===== config.mk =====
export PLATFORM = sky130hd
export DESIGN_NAME = ahb_lite_master_flat
export DESIGN_NICKNAME = d
export VERILOG_FILES = /design/src/rtl/ahb_lite_master_if.sv /design/src/rtl/ahb_lite_master.sv /design/src/flat_wrapper.sv
export SDC_FILE = /design/constraint.sdc
export NUM_CORES = 1
export LEC_CHECK = 0
export ABC_CLOCK_PERIOD_IN_PS = 1300
export BUFFER_PORTS_ARGS = -buffer_cell sky130_fd_sc_hd__buf_2
export CAP_MARGIN = 10
export CORE_ASPECT_RATIO = 1.2
export CORE_MARGIN = 1.5
export CORE_UTILIZATION = 32
export DETAILED_ROUTE_END_ITERATION = 8
export PLACE_DENSITY = 0.64
export SLEW_MARGIN = 0
export SYNTH_ARGS = -nofsm -noshare
export SYNTH_HDL_FRONTEND = slang
export SYNTH_SLANG_ARGS = --single-unit

===== constraint.sdc =====
create_clock -name HCLK -period 1.3 [get_ports HCLK]
set_clock_uncertainty 0.1 [all_clocks]
set_input_delay 0.26 -clock HCLK [delete_from_list [all_inputs] [get_ports HCLK]]
set_output_delay 0.26 -clock HCLK [all_outputs]
set_load 0.02 [all_outputs]

===== src/rtl/ahb_lite_master_if.sv =====
// Command/response stream and AHB-Lite bus signals of ahb_lite_master.
// The master modport is the initiator's view; the slave modport is the far side.
interface ahb_lite_master_if;
  logic        cmd_valid;
  logic        cmd_ready;
  logic        cmd_write;
  logic [31:0] cmd_addr;
  logic [1:0]  cmd_size;
  logic [31:0] cmd_wdata;
  logic        rsp_valid;
  logic        rsp_write;
  logic [31:0] rsp_rdata;
  logic        rsp_err;
  logic        busy;
  logic [31:0] HADDR;
  logic [1:0]  HTRANS;
  logic        HWRITE;
  logic [2:0]  HSIZE;
  logic [2:0]  HBURST;
  logic [3:0]  HPROT;
  logic        HMASTLOCK;
  logic [31:0] HWDATA;
  logic        HREADY;
  logic        HRESP;
  logic [31:0] HRDATA;

  modport master (
    input  cmd_valid, cmd_write, cmd_addr, cmd_size, cmd_wdata,
    output cmd_ready,
    output rsp_valid, rsp_write, rsp_rdata, rsp_err, busy,
    output HADDR, HTRANS, HWRITE, HSIZE, HBURST, HPROT, HMASTLOCK, HWDATA,
    input  HREADY, HRESP, HRDATA
  );

  modport slave (
    output cmd_valid, cmd_write, cmd_addr, cmd_size, cmd_wdata,
    input  cmd_ready,
    input  rsp_valid, rsp_write, rsp_rdata, rsp_err, busy,
    input  HADDR, HTRANS, HWRITE, HSIZE, HBURST, HPROT, HMASTLOCK, HWDATA,
    output HREADY, HRESP, HRDATA
  );
endinterface


===== src/rtl/ahb_lite_master.sv =====
// Single-master AHB-Lite initiator: valid/ready commands become SINGLE transfers,
// with the address phase of the next command overlapping the current data phase.
module ahb_lite_master #(
  parameter logic [3:0] HPROT_VAL = 4'b0011
) (
  input  logic              HCLK,
  input  logic              HRESETn,
  ahb_lite_master_if.master bus
);

  localparam logic [1:0] TRANS_IDLE   = 2'b00;
  localparam logic [1:0] TRANS_NONSEQ = 2'b10;

  logic [1:0]  ap_size;
  logic [1:0]  ap_lane;
  logic [31:0] ap_wdata;
  logic        dp_valid;
  logic        dp_write;
  logic [1:0]  dp_size;
  logic [1:0]  dp_lane;
  logic [31:0] wdata_lanes;
  logic [31:0] rdata_lanes;
  logic [31:0] rd_byte_sh;
  logic [31:0] rd_half_sh;

  assign bus.cmd_ready = bus.HREADY;
  assign bus.busy      = (bus.HTRANS == TRANS_NONSEQ) | dp_valid;
  assign bus.HBURST    = 3'b000;
  assign bus.HPROT     = HPROT_VAL;
  assign bus.HMASTLOCK = 1'b0;

  always_comb begin
    wdata_lanes = ap_wdata;
    case (ap_size)
      2'b00:   wdata_lanes = {4{ap_wdata[7:0]}};
      2'b01:   wdata_lanes = {2{ap_wdata[15:0]}};
      default: wdata_lanes = ap_wdata;
    endcase
  end

  assign rd_byte_sh = bus.HRDATA >> {dp_lane, 3'b000};
  assign rd_half_sh = bus.HRDATA >> {dp_lane[1], 4'b0000};

  always_comb begin
    rdata_lanes = bus.HRDATA;
    case (dp_size)
      2'b00:   rdata_lanes = {24'h0, rd_byte_sh[7:0]};
      2'b01:   rdata_lanes = {16'h0, rd_half_sh[15:0]};
      default: rdata_lanes = bus.HRDATA;
    endcase
  end

  // Address phase: only moves when the bus is ready, so it holds through wait states.
  always_ff @(posedge HCLK or negedge HRESETn) begin
    if (!HRESETn) begin
      bus.HADDR  <= 32'h0;
      bus.HTRANS <= TRANS_IDLE;
      bus.HWRITE <= 1'b0;
      bus.HSIZE  <= 3'b000;
      ap_size    <= 2'b00;
      ap_lane    <= 2'b00;
      ap_wdata   <= 32'h0;
    end else if (bus.HREADY) begin
      if (bus.cmd_valid) begin
        bus.HADDR  <= bus.cmd_addr;
        bus.HTRANS <= TRANS_NONSEQ;
        bus.HWRITE <= bus.cmd_write;
        bus.HSIZE  <= {1'b0, bus.cmd_size[1] ? 2'b10 : bus.cmd_size};
        ap_size    <= bus.cmd_size;
        ap_lane    <= bus.cmd_addr[1:0];
        ap_wdata   <= bus.cmd_wdata;
      end else begin
        bus.HTRANS <= TRANS_IDLE;
      end
    end
  end

  always_ff @(posedge HCLK or negedge HRESETn) begin
    if (!HRESETn) begin
      dp_valid   <= 1'b0;
      dp_write   <= 1'b0;
      dp_size    <= 2'b00;
      dp_lane    <= 2'b00;
      bus.HWDATA <= 32'h0;
    end else if (bus.HREADY) begin
      dp_valid <= (bus.HTRANS == TRANS_NONSEQ);
      if (bus.HTRANS == TRANS_NONSEQ) begin
        dp_write   <= bus.HWRITE;
        dp_size    <= ap_size;
        dp_lane    <= ap_lane;
        bus.HWDATA <= wdata_lanes;
      end
    end
  end

  always_ff @(posedge HCLK or negedge HRESETn) begin
    if (!HRESETn) begin
      bus.rsp_valid <= 1'b0;
      bus.rsp_write <= 1'b0;
      bus.rsp_rdata <= 32'h0;
      bus.rsp_err   <= 1'b0;
    end else begin
      bus.rsp_valid <= dp_valid & bus.HREADY;
      if (dp_valid && bus.HREADY) begin
        bus.rsp_write <= dp_write;
        bus.rsp_err   <= bus.HRESP;
        bus.rsp_rdata <= dp_write ? 32'h0 : rdata_lanes;
      end
    end
  end

endmodule


===== src/flat_wrapper.sv =====
// flat-port wrapper written by rule: the top's interface ports become plain ports
module ahb_lite_master_flat 
#(
  parameter logic [3:0] HPROT_VAL = 4'b0011
)
  (HCLK, HRESETn, bus_cmd_valid, bus_cmd_write, bus_cmd_addr, bus_cmd_size, bus_cmd_wdata, bus_cmd_ready, bus_rsp_valid, bus_rsp_write, bus_rsp_rdata, bus_rsp_err, bus_busy, bus_HADDR, bus_HTRANS, bus_HWRITE, bus_HSIZE, bus_HBURST, bus_HPROT, bus_HMASTLOCK, bus_HWDATA, bus_HREADY, bus_HRESP, bus_HRDATA);
  ahb_lite_master_if bus_i ();
  input  logic HCLK;
  input  logic HRESETn;
  input wire logic [$bits(bus_i.cmd_valid)-1:0] bus_cmd_valid;
  input wire logic [$bits(bus_i.cmd_write)-1:0] bus_cmd_write;
  input wire logic [$bits(bus_i.cmd_addr)-1:0] bus_cmd_addr;
  input wire logic [$bits(bus_i.cmd_size)-1:0] bus_cmd_size;
  input wire logic [$bits(bus_i.cmd_wdata)-1:0] bus_cmd_wdata;
  output wire logic [$bits(bus_i.cmd_ready)-1:0] bus_cmd_ready;
  output wire logic [$bits(bus_i.rsp_valid)-1:0] bus_rsp_valid;
  output wire logic [$bits(bus_i.rsp_write)-1:0] bus_rsp_write;
  output wire logic [$bits(bus_i.rsp_rdata)-1:0] bus_rsp_rdata;
  output wire logic [$bits(bus_i.rsp_err)-1:0] bus_rsp_err;
  output wire logic [$bits(bus_i.busy)-1:0] bus_busy;
  output wire logic [$bits(bus_i.HADDR)-1:0] bus_HADDR;
  output wire logic [$bits(bus_i.HTRANS)-1:0] bus_HTRANS;
  output wire logic [$bits(bus_i.HWRITE)-1:0] bus_HWRITE;
  output wire logic [$bits(bus_i.HSIZE)-1:0] bus_HSIZE;
  output wire logic [$bits(bus_i.HBURST)-1:0] bus_HBURST;
  output wire logic [$bits(bus_i.HPROT)-1:0] bus_HPROT;
  output wire logic [$bits(bus_i.HMASTLOCK)-1:0] bus_HMASTLOCK;
  output wire logic [$bits(bus_i.HWDATA)-1:0] bus_HWDATA;
  input wire logic [$bits(bus_i.HREADY)-1:0] bus_HREADY;
  input wire logic [$bits(bus_i.HRESP)-1:0] bus_HRESP;
  input wire logic [$bits(bus_i.HRDATA)-1:0] bus_HRDATA;
  assign bus_i.cmd_valid = bus_cmd_valid;
  assign bus_i.cmd_write = bus_cmd_write;
  assign bus_i.cmd_addr = bus_cmd_addr;
  assign bus_i.cmd_size = bus_cmd_size;
  assign bus_i.cmd_wdata = bus_cmd_wdata;
  assign bus_cmd_ready = bus_i.cmd_ready;
  assign bus_rsp_valid = bus_i.rsp_valid;
  assign bus_rsp_write = bus_i.rsp_write;
  assign bus_rsp_rdata = bus_i.rsp_rdata;
  assign bus_rsp_err = bus_i.rsp_err;
  assign bus_busy = bus_i.busy;
  assign bus_HADDR = bus_i.HADDR;
  assign bus_HTRANS = bus_i.HTRANS;
  assign bus_HWRITE = bus_i.HWRITE;
  assign bus_HSIZE = bus_i.HSIZE;
  assign bus_HBURST = bus_i.HBURST;
  assign bus_HPROT = bus_i.HPROT;
  assign bus_HMASTLOCK = bus_i.HMASTLOCK;
  assign bus_HWDATA = bus_i.HWDATA;
  assign bus_i.HREADY = bus_HREADY;
  assign bus_i.HRESP = bus_HRESP;
  assign bus_i.HRDATA = bus_HRDATA;
  ahb_lite_master #(.HPROT_VAL(HPROT_VAL)) u_core (.HCLK(HCLK), .HRESETn(HRESETn), .bus(bus_i));
endmodule

==> reports/metrics.cfg, run 1 <==
[detailed_routing]
vias=5268
drt_drc_violations_left=0
drtPass1Iterations=5
vias_per_cell=4.69
routedWlPerCell_um=17.3
ant_nets=0
drt_iter0_drc=230
wl_um=19400

[layout]
seq_area_um2=3560
fin_cells=1124
syn2layout_area_growth_pct=80.1
multi_input_area_um2=2440
fillers=1395
nets=963
diodes=0
final_util=0.591
drive_above_1_share=0.552

[placed_design]
portBuffers=208
dp_hpwl_um=11300
dp.cells=927
dp_slack_ns=-0.182
gp_congestion=0.773

[timing]
finalSetupViolCount=115
period_share=1.14
rsz0062_at_grt=yes
hold_viol_final=0
finalWorstSetupSlack_ns=-0.182
period_needed_ns=1.48
clock.fmax_ghz=0.675
drv_slew=0

[worst_setup_path]
crit_path_cell_trace=buf_6 -> or3b_4 -> a2bb2oi_2 -> a31oi_1
end_kind=register
worst-setup-path-type=register to register
worstRegToRegCells=4
cpPeakStageDelay_ns=0.44
slowest_stage=or3b_4
critPathLaunchType=register
cp.arrival_ns=1.71
crit_required_ns=1.53
cp_max_fo=8

[global_routing]
grt_overflow=0
grt_pass1_wl_um=29800
grt_pass1_vias=5684
grt_usage=0.197
antenna_found_initial=0
grt_start_max_net_pins=50

[floorplan]
die_height_um=153
die_area_um2=19600
coreArea_um2=18300
placement_rows=54
pin_count=219
die_w_um=128
start_util=0.328

[cts]
tritoncts=yes
cts_max_path_buffers=2
cts_buffers=17
clock_latency_ns=0.41
cts.clk_slew.worst_paths_ns=0.06
htree_levels=4
cts.sink_count=142
root_buffer=clkbuf_16

[logic_synthesis]
yosysSeqAreaShare=0.592
synth_cell_type_count=28
ys.warnings.count=0
synth_ff_type=dfrtp_1
yosys.area.top_type=dfrtp_1
avgSynthCellArea_um2=13.1
synthMostInstantiatedCell=dfrtp_1
ys_top_cells_by_area=dfrtp_1 (59%), mux2_2 (16%), mux2i_1 (5.3%)
async_reset_ff_frac=1.00
synth-edff-count=0
ys_top_cells_by_count=dfrtp_1 (142), mux2_2 (88), o21ai_0 (42)
synth_area_um2=6010
ys_ff_latch=142
synth_top_area_frac=0.592
syn_inst=458

[status]
outcome=finished with violations
violations=negative setup slack

[power_and_ir_drop]
power_leakage_nw=5.18
ir_drop_uv=982
finalPower_mw=18.3
powerDensity_nw_per_um2=1700

[flow_run]
drv_cap=0

[worst_hold_path]
min_path_cells=2
hold_class=primary input to register

critical path, delay by kind of cell (launching register included):
| family | cells | cell delay [ns] |
|---|---|---|
| simple gates | 1 | 0.44 |
| buf+inv | 1 | 0.13 |
| flops | 1 | 0.40 |
| compound gates | 2 | 0.33 |
registers in the layout, indices dropped and copies added (netlist names):
name and cells:
u_core.ap_size 2, u_core.dp_lane 2, u_core.bus.HWRITE 1, u_core.dp_valid 1, u_core.dp_write 1, u_core.bus.rsp_valid 1, u_core.dp_size 2, u_core.ap_wdata 32
u_core.ap_lane 1, u_core.bus.rsp_err 1, u_core.bus.HTRANS 1, u_core.bus.rsp_rdata 32, u_core.bus.HSIZE 1, u_core.bus.rsp_write 1, u_core.bus.HWDATA 32, u_core.bus.HADDR 31
where the power goes:
part	internal, mW	leakage, nW	switching [mW]
combinational	3.94	3.15	2.95
clock	3.29	0.305	1.96
sequential	5.40	1.73	0.795
total	12.6	5.18	5.71
timing repair:
action,CTS,global route
cloned,6,0
pin swaps,5,12
buffers inserted,39,31
resized for setup,288,33
endpoints found under the hold margin,233,0
endpoints found under the setup margin,144,173
hold buffers,92,0
cell families after synthesis:
family / Yosys count / synth area share
mux: 120 / 0.218
simple gates: 58 / 0.0448
other cells: 2 / 0.00125
flops: 142 / 0.592
compound gates: 91 / 0.101
buf+inv: 45 / 0.0433
metal layers:
layer | wire length (um) | track usage | part of all wire
met5 | 0 | 0 | 0
met4 | 610 | 0.0738 | 0.031
met3 | 1280 | 0.0588 | 0.066
met2 | 9990 | 0.351 | 0.51
met1 | 7520 | 0.221 | 0.39
layout by cell type, fill, tap and decap left out, drive strengths merged, types with 2 or more instances in the layout:
master       Yosys  layout
mux2i           32      32
a211o            8       8
mux2            88      88
conb             2      10
nand2b           9       9
nand3            2       2
inv              2       4
o21ai           43      43
dlygate4sd3      0      92
a22o            16      16
nand2           34      34
nor2            10      10
clkbuf           7      21
a2bb2oi          8       8
dfrtp          142     142
bufinv           0       4
clkinv           1       6
a31oi            8       8
buf             35     323
a22oi            8       8
area by class of cell:
| type | count | area share |
|---|---|---|
| clock inverters | 12 | 0.0171 |
| clock buffers | 20 | 0.0413 |
| flip-flops and latches | 142 | 0.329 |
| inverters | 3 | 0.00104 |
| well taps | 252 | 0.0291 |
| multi-input cells | 279 | 0.226 |
| repair buffers | 416 | 0.357 |
per-stage QoR:
step                      instance area, um2  setup TNS [ns]  hold slack, ns
final                                  10800           -4.29          0.0642
after CTS                              10600           -7.55          0.0385
after floorplan                         6070          -0.869          -0.136
after global placement                  7670           -6.78         0.00846
after global routing                   10800           -9.88          0.0395
after detailed placement                7670           -8.15         0.00775
path summary, 6_finish.rpt:
check                                          from                       end  slack [ns]
worst max-delay path              u_core.dp_size[1]   u_core.bus.rsp_rdata[7]       -0.18
worst min-delay path                 bus_HRDATA[25]  u_core.bus.rsp_rdata[25]        0.06
worst max register to register    u_core.dp_size[1]   u_core.bus.rsp_rdata[7]       -0.18
worst min register to register  u_core.bus.HSIZE[0]       u_core.bus.HSIZE[0]        0.40
max in group asynchronous                   HRESETn         u_core.ap_size[1]        0.44
min in group asynchronous                   HRESETn        u_core.ap_wdata[2]        0.13
Note: power is estimated with default switching activity, not from simulation.
==> run 2, diff against run 1 <==
--- a/config.mk
+++ b/config.mk
@@ -7,2 +7,3 @@
 export LEC_CHECK = 0
+export ABC_AREA = 1
 export ABC_CLOCK_PERIOD_IN_PS = 1300
--- a/constraint.sdc
+++ b/constraint.sdc
@@ -4,2 +4,2 @@
 set_output_delay 0.26 -clock HCLK [all_outputs]
-set_load 0.02 [all_outputs]
+set_load 0.1 [all_outputs]
==> reports/metrics.cfg, run 2 <==
[timing]
rsz0062_at_grt=yes
drv_slew=0  ; unchanged
period_needed_ns=1.60  ; +0.113 ns
hold_viol_final=0  ; unchanged
clock.fmax_ghz=0.627  ; -7.1%
relSlewSlack=0.642
finalWorstSetupSlack_ns=-0.295  ; -0.113 ns
period_share=1.23  ; +0.0871
worstMarginPinSlew_ns=0.537
whs_ns=0.0723  ; +0.00811 ns
finalSetupViolCount=130  ; +13%

[layout]
layout_commonest_cell=nand2_1
nets=1173  ; +22%
fin_cells=1307  ; +16%
final_cell_mix=nand2_1 (350), buf_12 (115), buf_2 (102), dfrtp_1 (102), dlygate4sd3_1 (93)
reg.largest.list=u_core.ap_wdata x32, u_core.bus.HWDATA x32, u_core.bus.rsp_rdata x32
drive_above_1_share=0.379  ; -0.173
syn2layout_area_growth_pct=87.6
postLayoutCellArea_um2=11200  ; +3.2%

[placed_design]
dp_slack_ns=-0.0881  ; +0.0939 ns
gp_congestion=0.811  ; +4.9%
dp_hpwl_um=13100  ; +15%
placed_area_um2=9190  ; +20%
portBuffers=208  ; unchanged
dp.cells=1138  ; +23%

[worst_setup_path]
slowest_stage=dfrtp_4
cp_num_buf_inv=2  ; +1
worst-setup-path-type=register to output port
cp.arrival_ns=1.24  ; -0.47 ns
crit_required_ns=0.94  ; -0.59 ns
cp_max_fo=3  ; -5
path_delay_family=flip-flops
end_kind=output port
critPathLaunchType=register
crit_path_cell_trace=inv_4 -> nand2_8 -> buf_12
cpPeakStageDelay_ns=0.51  ; +0.07 ns

[detailed_routing]
drt_iter0_drc=387  ; +68%
drtPass1Iterations=5  ; unchanged
wl_um=19900  ; +2.4%
vias=6047  ; +15%
routedWlPerCell_um=15.2  ; -12%
ant_nets=0  ; unchanged
drt_drc_violations_left=0  ; unchanged
vias_per_cell=4.63  ; -1.3%

[logic_synthesis]
syn_inst=701  ; +53%
yosysSeqAreaShare=0.597  ; +0.00535
synth_cell_type_count=19  ; -32%
async_reset_ff_frac=1.00  ; unchanged
synth_area_um2=5950  ; -0.90%
synth_top_area_frac=0.597  ; +0.00535
yosys.area.top_type=dfrtp_1
ys.warnings.count=0  ; unchanged
ys_ff_latch=142  ; unchanged
ys_top_cells_by_area=dfrtp_1 (60%), nand2_1 (23%), o21ai_0 (2.5%)
synthMostInstantiatedCell=nand2_1
synth_ff_type=dfrtp_1
ys_top_cells_by_count=nand2_1 (359), dfrtp_1 (142), o21ai_0 (30)
synth-edff-count=0  ; unchanged
avgSynthCellArea_um2=8.49  ; -35%

[floorplan]
die_area_um2=19400  ; -0.88%
placement_rows=54  ; unchanged
die_height_um=152  ; -0.44%
start_util=0.328  ; -0.000521
pin_count=219  ; unchanged
die_w_um=128  ; -0.44%
coreArea_um2=18200  ; -0.74%

[cts]
tritoncts=yes
cts.clk_slew.worst_paths_ns=0.06  ; about the same
clock_latency_ns=0.42  ; about the same
cts_max_path_buffers=2  ; unchanged
htree_levels=4  ; unchanged
cts_buffers=17  ; unchanged
cts.sink_count=142  ; unchanged
root_buffer=clkbuf_16

[status]
outcome=finished with violations
violations=negative setup slack

[global_routing]
antenna_found_initial=1  ; +1
grt_start_max_net_pins=52  ; +4.0%
grt_pass1_wl_um=31300  ; +5.2%
grt_usage=0.206  ; +0.00831
grt_overflow=0  ; unchanged
grt_pass1_vias=6185  ; +8.8%

[worst_hold_path]
hold_class=primary input to register

[power_and_ir_drop]
ir_drop_uv=1030  ; +4.9%
powerDensity_nw_per_um2=1930  ; +14%
power_leakage_nw=5.53  ; +6.8%

[flow_run]
drv_cap=0  ; unchanged

run 2: cell types whose count changed in the layout (fill, tap and decap cells not counted), sizes merged, moves of 5 or more:
cell,delta
a211o,-8
o21ai,-13
a21oi,+22
mux2,-88
mux2i,-32
a22oi,-5
a2bb2oi,-8
nand2,+326
inv,+19
buf,-31
nand2b,-9
nor2,+19
nand3,+22
run 2: where the power goes:
group          internal, mW  leakage [nW]  switching [mW]  total, mW
Clock                  2.76         0.277            2.03       4.80
Combinational          3.89          3.52            6.66       10.6
Sequential             5.28          1.73           0.917       6.19
Total                  11.9          5.53            9.61       21.5
run 2: worst register-to-register path: cells and delay by family, from the launching register on:
family                 cells  cell delay, ns
buffers and inverters      3            0.41
DFF                        1            0.51
and+or+nand+nor            3            0.24
run 2: layer usage:
layer | GRT usage | part of all wire | vias to the layer above
li1 | - | - | 2929
met1 | 0.241 | 0.40 | 2863
met2 | 0.352 | 0.51 | 207
met3 | 0.0492 | 0.052 | 48
met4 | 0.0974 | 0.033 | 0
met5 | 0 | 0 | -
run 2: what timing repair did:
item,4_1_cts,5_1_grt
endpoints found under the setup margin,114,143
endpoints found under the hold margin,235,0
gates cloned,0,1
hold buffers,93,0
setup buffers,15,27
resized for setup,11,35
pin swaps,0,1
run 2: cells by family after synthesis:
kind of cell	Yosys count	synth area share
and+or+nand+nor	414	0.270
DFF	142	0.597
AOI/OAI and AO/OA	79	0.0797
buffers and inverters	64	0.0523
other	2	0.00126
run 2: cell type report:
cell class | instances | area (um2)
diodes | 1 | 2.50
clock buffers | 19 | 453
clock inverters | 13 | 128
fillers | 1421 | 7010
inverters | 19 | 78.8
multi-input cells | 503 | 2260
flip-flops and latches | 142 | 3610
well taps | 224 | 280
repair buffers | 386 | 4360
run 2: path summary, 6_finish.rpt:
kind / startpoint / endpoint / slack [ns] / depth (start not counted)
setup reg to reg: u_core.bus.HTRANS[1] / u_core.bus.HWDATA[31] / -0.07 / 6
setup / recovery: u_core.bus.HTRANS[1] / bus_busy / -0.30 / 3
hold reg to reg: u_core.ap_wdata[17] / u_core.ap_wdata[17] / 0.38 / 2
min in group asynchronous: HRESETn / u_core.bus.HWDATA[1] / 0.20 / 2
max in group asynchronous: HRESETn / u_core.bus.HWRITE / 0.41 / 3
hold / removal: bus_HRDATA[7] / u_core.bus.rsp_rdata[7] / 0.07 / 5
run 2: metrics by stage:
stage	power (mW)	TNS, ns	utilization
finish	21.5	-9.64	0.614
global route	22.3	-14.15	0.614
CTS	21.3	-11.27	0.597
detailed placement	16.0	-4.49	0.506
global placement	16.0	-1.95	0.506
floorplan	11.9	-0.212	-
==> run 3, diff against run 2 <==
ABC_AREA = unset   (was 1)
PLACE_DENSITY = 0.61   (was 0.64)
==> reports/metrics.cfg, run 3 (synthesis results as in run 1) <==
[timing]
rsz0062_at_grt=yes
finalWorstSetupSlack_ns=-0.343  ; -0.0475 ns
period_share=1.26  ; +0.0365
finalSetupViolCount=162  ; +25%
drv_slew=0  ; unchanged
hold_viol_final=0  ; unchanged
clock.fmax_ghz=0.609  ; -2.9%
period_needed_ns=1.64  ; +0.0475 ns

[worst_setup_path]
worst-setup-path-type=register to output port
cp_max_fo=2  ; -1
worst-r2r-setup-slack_ns=-0.18  ; -0.11 ns
end_kind=output port
cp.arrival_ns=1.28  ; +0.04 ns
crit_required_ns=0.94  ; about the same
critPathLaunchType=register

[cts]
htree_levels=4  ; unchanged
cts.sink_count=142  ; unchanged
clock_latency_ns=0.42  ; about the same
cts.clk_slew.worst_paths_ns=0.06  ; about the same
cts_buffers=17  ; unchanged
cts_max_path_buffers=2  ; unchanged
tritoncts=yes
root_buffer=clkbuf_16

[power_and_ir_drop]
ir_drop_uv=1630  ; +59%
powerDensity_nw_per_um2=2150  ; +12%
power_leakage_nw=5.31  ; -4.0%

[detailed_routing]
drtPass1Iterations=4  ; -1
vias=5153  ; -15%
drt_iter0_drc=263  ; -32%
routedWlPerCell_um=18.0  ; +19%
ant_nets=0  ; unchanged
drt_drc_violations_left=0  ; unchanged
wl_um=19900  ; about the same
vias_per_cell=4.68  ; +1.1%

[global_routing]
grt_pass1_vias=5670  ; -8.3%
grt_overflow=0  ; unchanged
grt_util_met2=0.369  ; +0.0171
busiest_layer=met2
antenna_found_initial=1  ; unchanged
use_met1=0.225  ; -0.0159
grt_use_met3=0.0581  ; +0.00895
grt_usage=0.205  ; -0.000636
grt_start_max_net_pins=33  ; -37%
grt_pass1_wl_um=30700  ; -1.9%

[placed_design]
dp_hpwl_um=12700  ; -2.8%
gp_congestion=0.811  ; about the same
placed_area_um2=9400  ; +2.3%
dp_slack_ns=-0.166  ; -0.0774 ns
portBuffers=208  ; unchanged

[layout]
postLayoutCellArea_um2=11700  ; +4.7%
drive_above_1_share=0.620  ; +0.241
syn2layout_area_growth_pct=94.7
final_cell_mix=buf_12 (118), buf_2 (101), dlygate4sd3_1 (89)
reg.largest.list=u_core.ap_wdata x32, u_core.bus.HWDATA x32, u_core.bus.rsp_rdata x32
layout_commonest_cell=buf_12
nets=941  ; -20%
diodes=0  ; -1

[floorplan]
placement_rows=54  ; unchanged
die_area_um2=19600  ; +0.89%
pin_count=219  ; unchanged
start_util=0.328  ; +0.000521
coreArea_um2=18300  ; +0.74%
die_w_um=128  ; +0.44%
die_height_um=153  ; +0.44%

[worst_hold_path]
hold_class=primary input to register

[status]
outcome=finished with violations
violations=negative setup slack

[flow_run]
drv_cap=0  ; unchanged

run 3: changes by cell type in the layout (fill, tap and decap cells not counted), moves of 21 or more:
cell     previous run  this run
dfrtp_1           102        69
o21ai_1             1        29
nand2_1           350        30
dfrtp_2            39        72
mux2_4              0        21
mux2i_1             0        28
mux2_2              0        67
nand3_1            24         2
run 3: critical path: stages, from the launching register on:
cell and delay (ns):
dfrtp_4 0.48, buf_6 0.13, inv_4 0.05, nand2_4 0.04
buf_12 0.16
run 3: final timing paths:
| check | depth (start not counted) | startpoint | end |
|---|---|---|---|
| setup reg to reg | 4 | u_core.dp_size[1] | u_core.bus.rsp_rdata[2] |
| hold / removal | 2 | bus_cmd_size[0] | u_core.ap_size[0] |
| max in group asynchronous | 3 | HRESETn | u_core.bus.HWDATA[6] |
| min in group asynchronous | 2 | HRESETn | u_core.bus.HADDR[30] |
| hold reg to reg | 1 | u_core.ap_wdata[26] | u_core.ap_wdata[26] |
| setup / recovery | 4 | u_core.bus.HTRANS[1] | bus_busy |
run 3: area by class of cell:
class / instances / area [um2]
fill: 1306 / 6610
tap: 252 / 315
sequential: 142 / 3650
clock inverter: 11 / 189
timing repair buffer: 388 / 4500
clock buffer: 21 / 450
multi-input combinational: 285 / 2580
inverter: 3 / 13.8
run 3: where the power goes:
part	leakage [nW]	internal, mW	switching (mW)
clock	0.307	3.45	1.84
sequential	1.64	5.51	1.12
combinational	3.36	5.35	7.90
run 3: through the flow:
stage	setup TNS, ns	hold WS (ns)	util	power (mW)	instances
2_1_floorplan	-5.00	-0.136	-	13.8	466
3_3_place_gp	-6.38	0.0814	0.513	18.6	931
3_5_place_dp	-8.40	0.0803	0.513	18.8	931
4_1_cts	-15.64	0.000965	0.621	24.9	1079
5_1_grt	-18.36	0.0165	0.639	26.0	1102
6_report	-12.62	0.0204	0.639	25.2	1102
run 3: timing repair:
action / 4_1_cts / 5_1_grt
endpoints found under the hold margin: 218 / 0
resized for setup: 65 / 34
buffers inserted: 21 / 22
pin swaps: 8 / 8
hold buffers: 89 / 0
endpoints found under the setup margin: 154 / 174
gates cloned: 6 / 3
run 3: per-layer routing:
| metal | part of all wire | up-vias |
|---|---|---|
| li1 | - | 2376 |
| met1 | 0.37 | 2531 |
| met2 | 0.53 | 205 |
| met3 | 0.064 | 39 |
| met4 | 0.027 | 2 |
| met5 | 0.00065 | - |
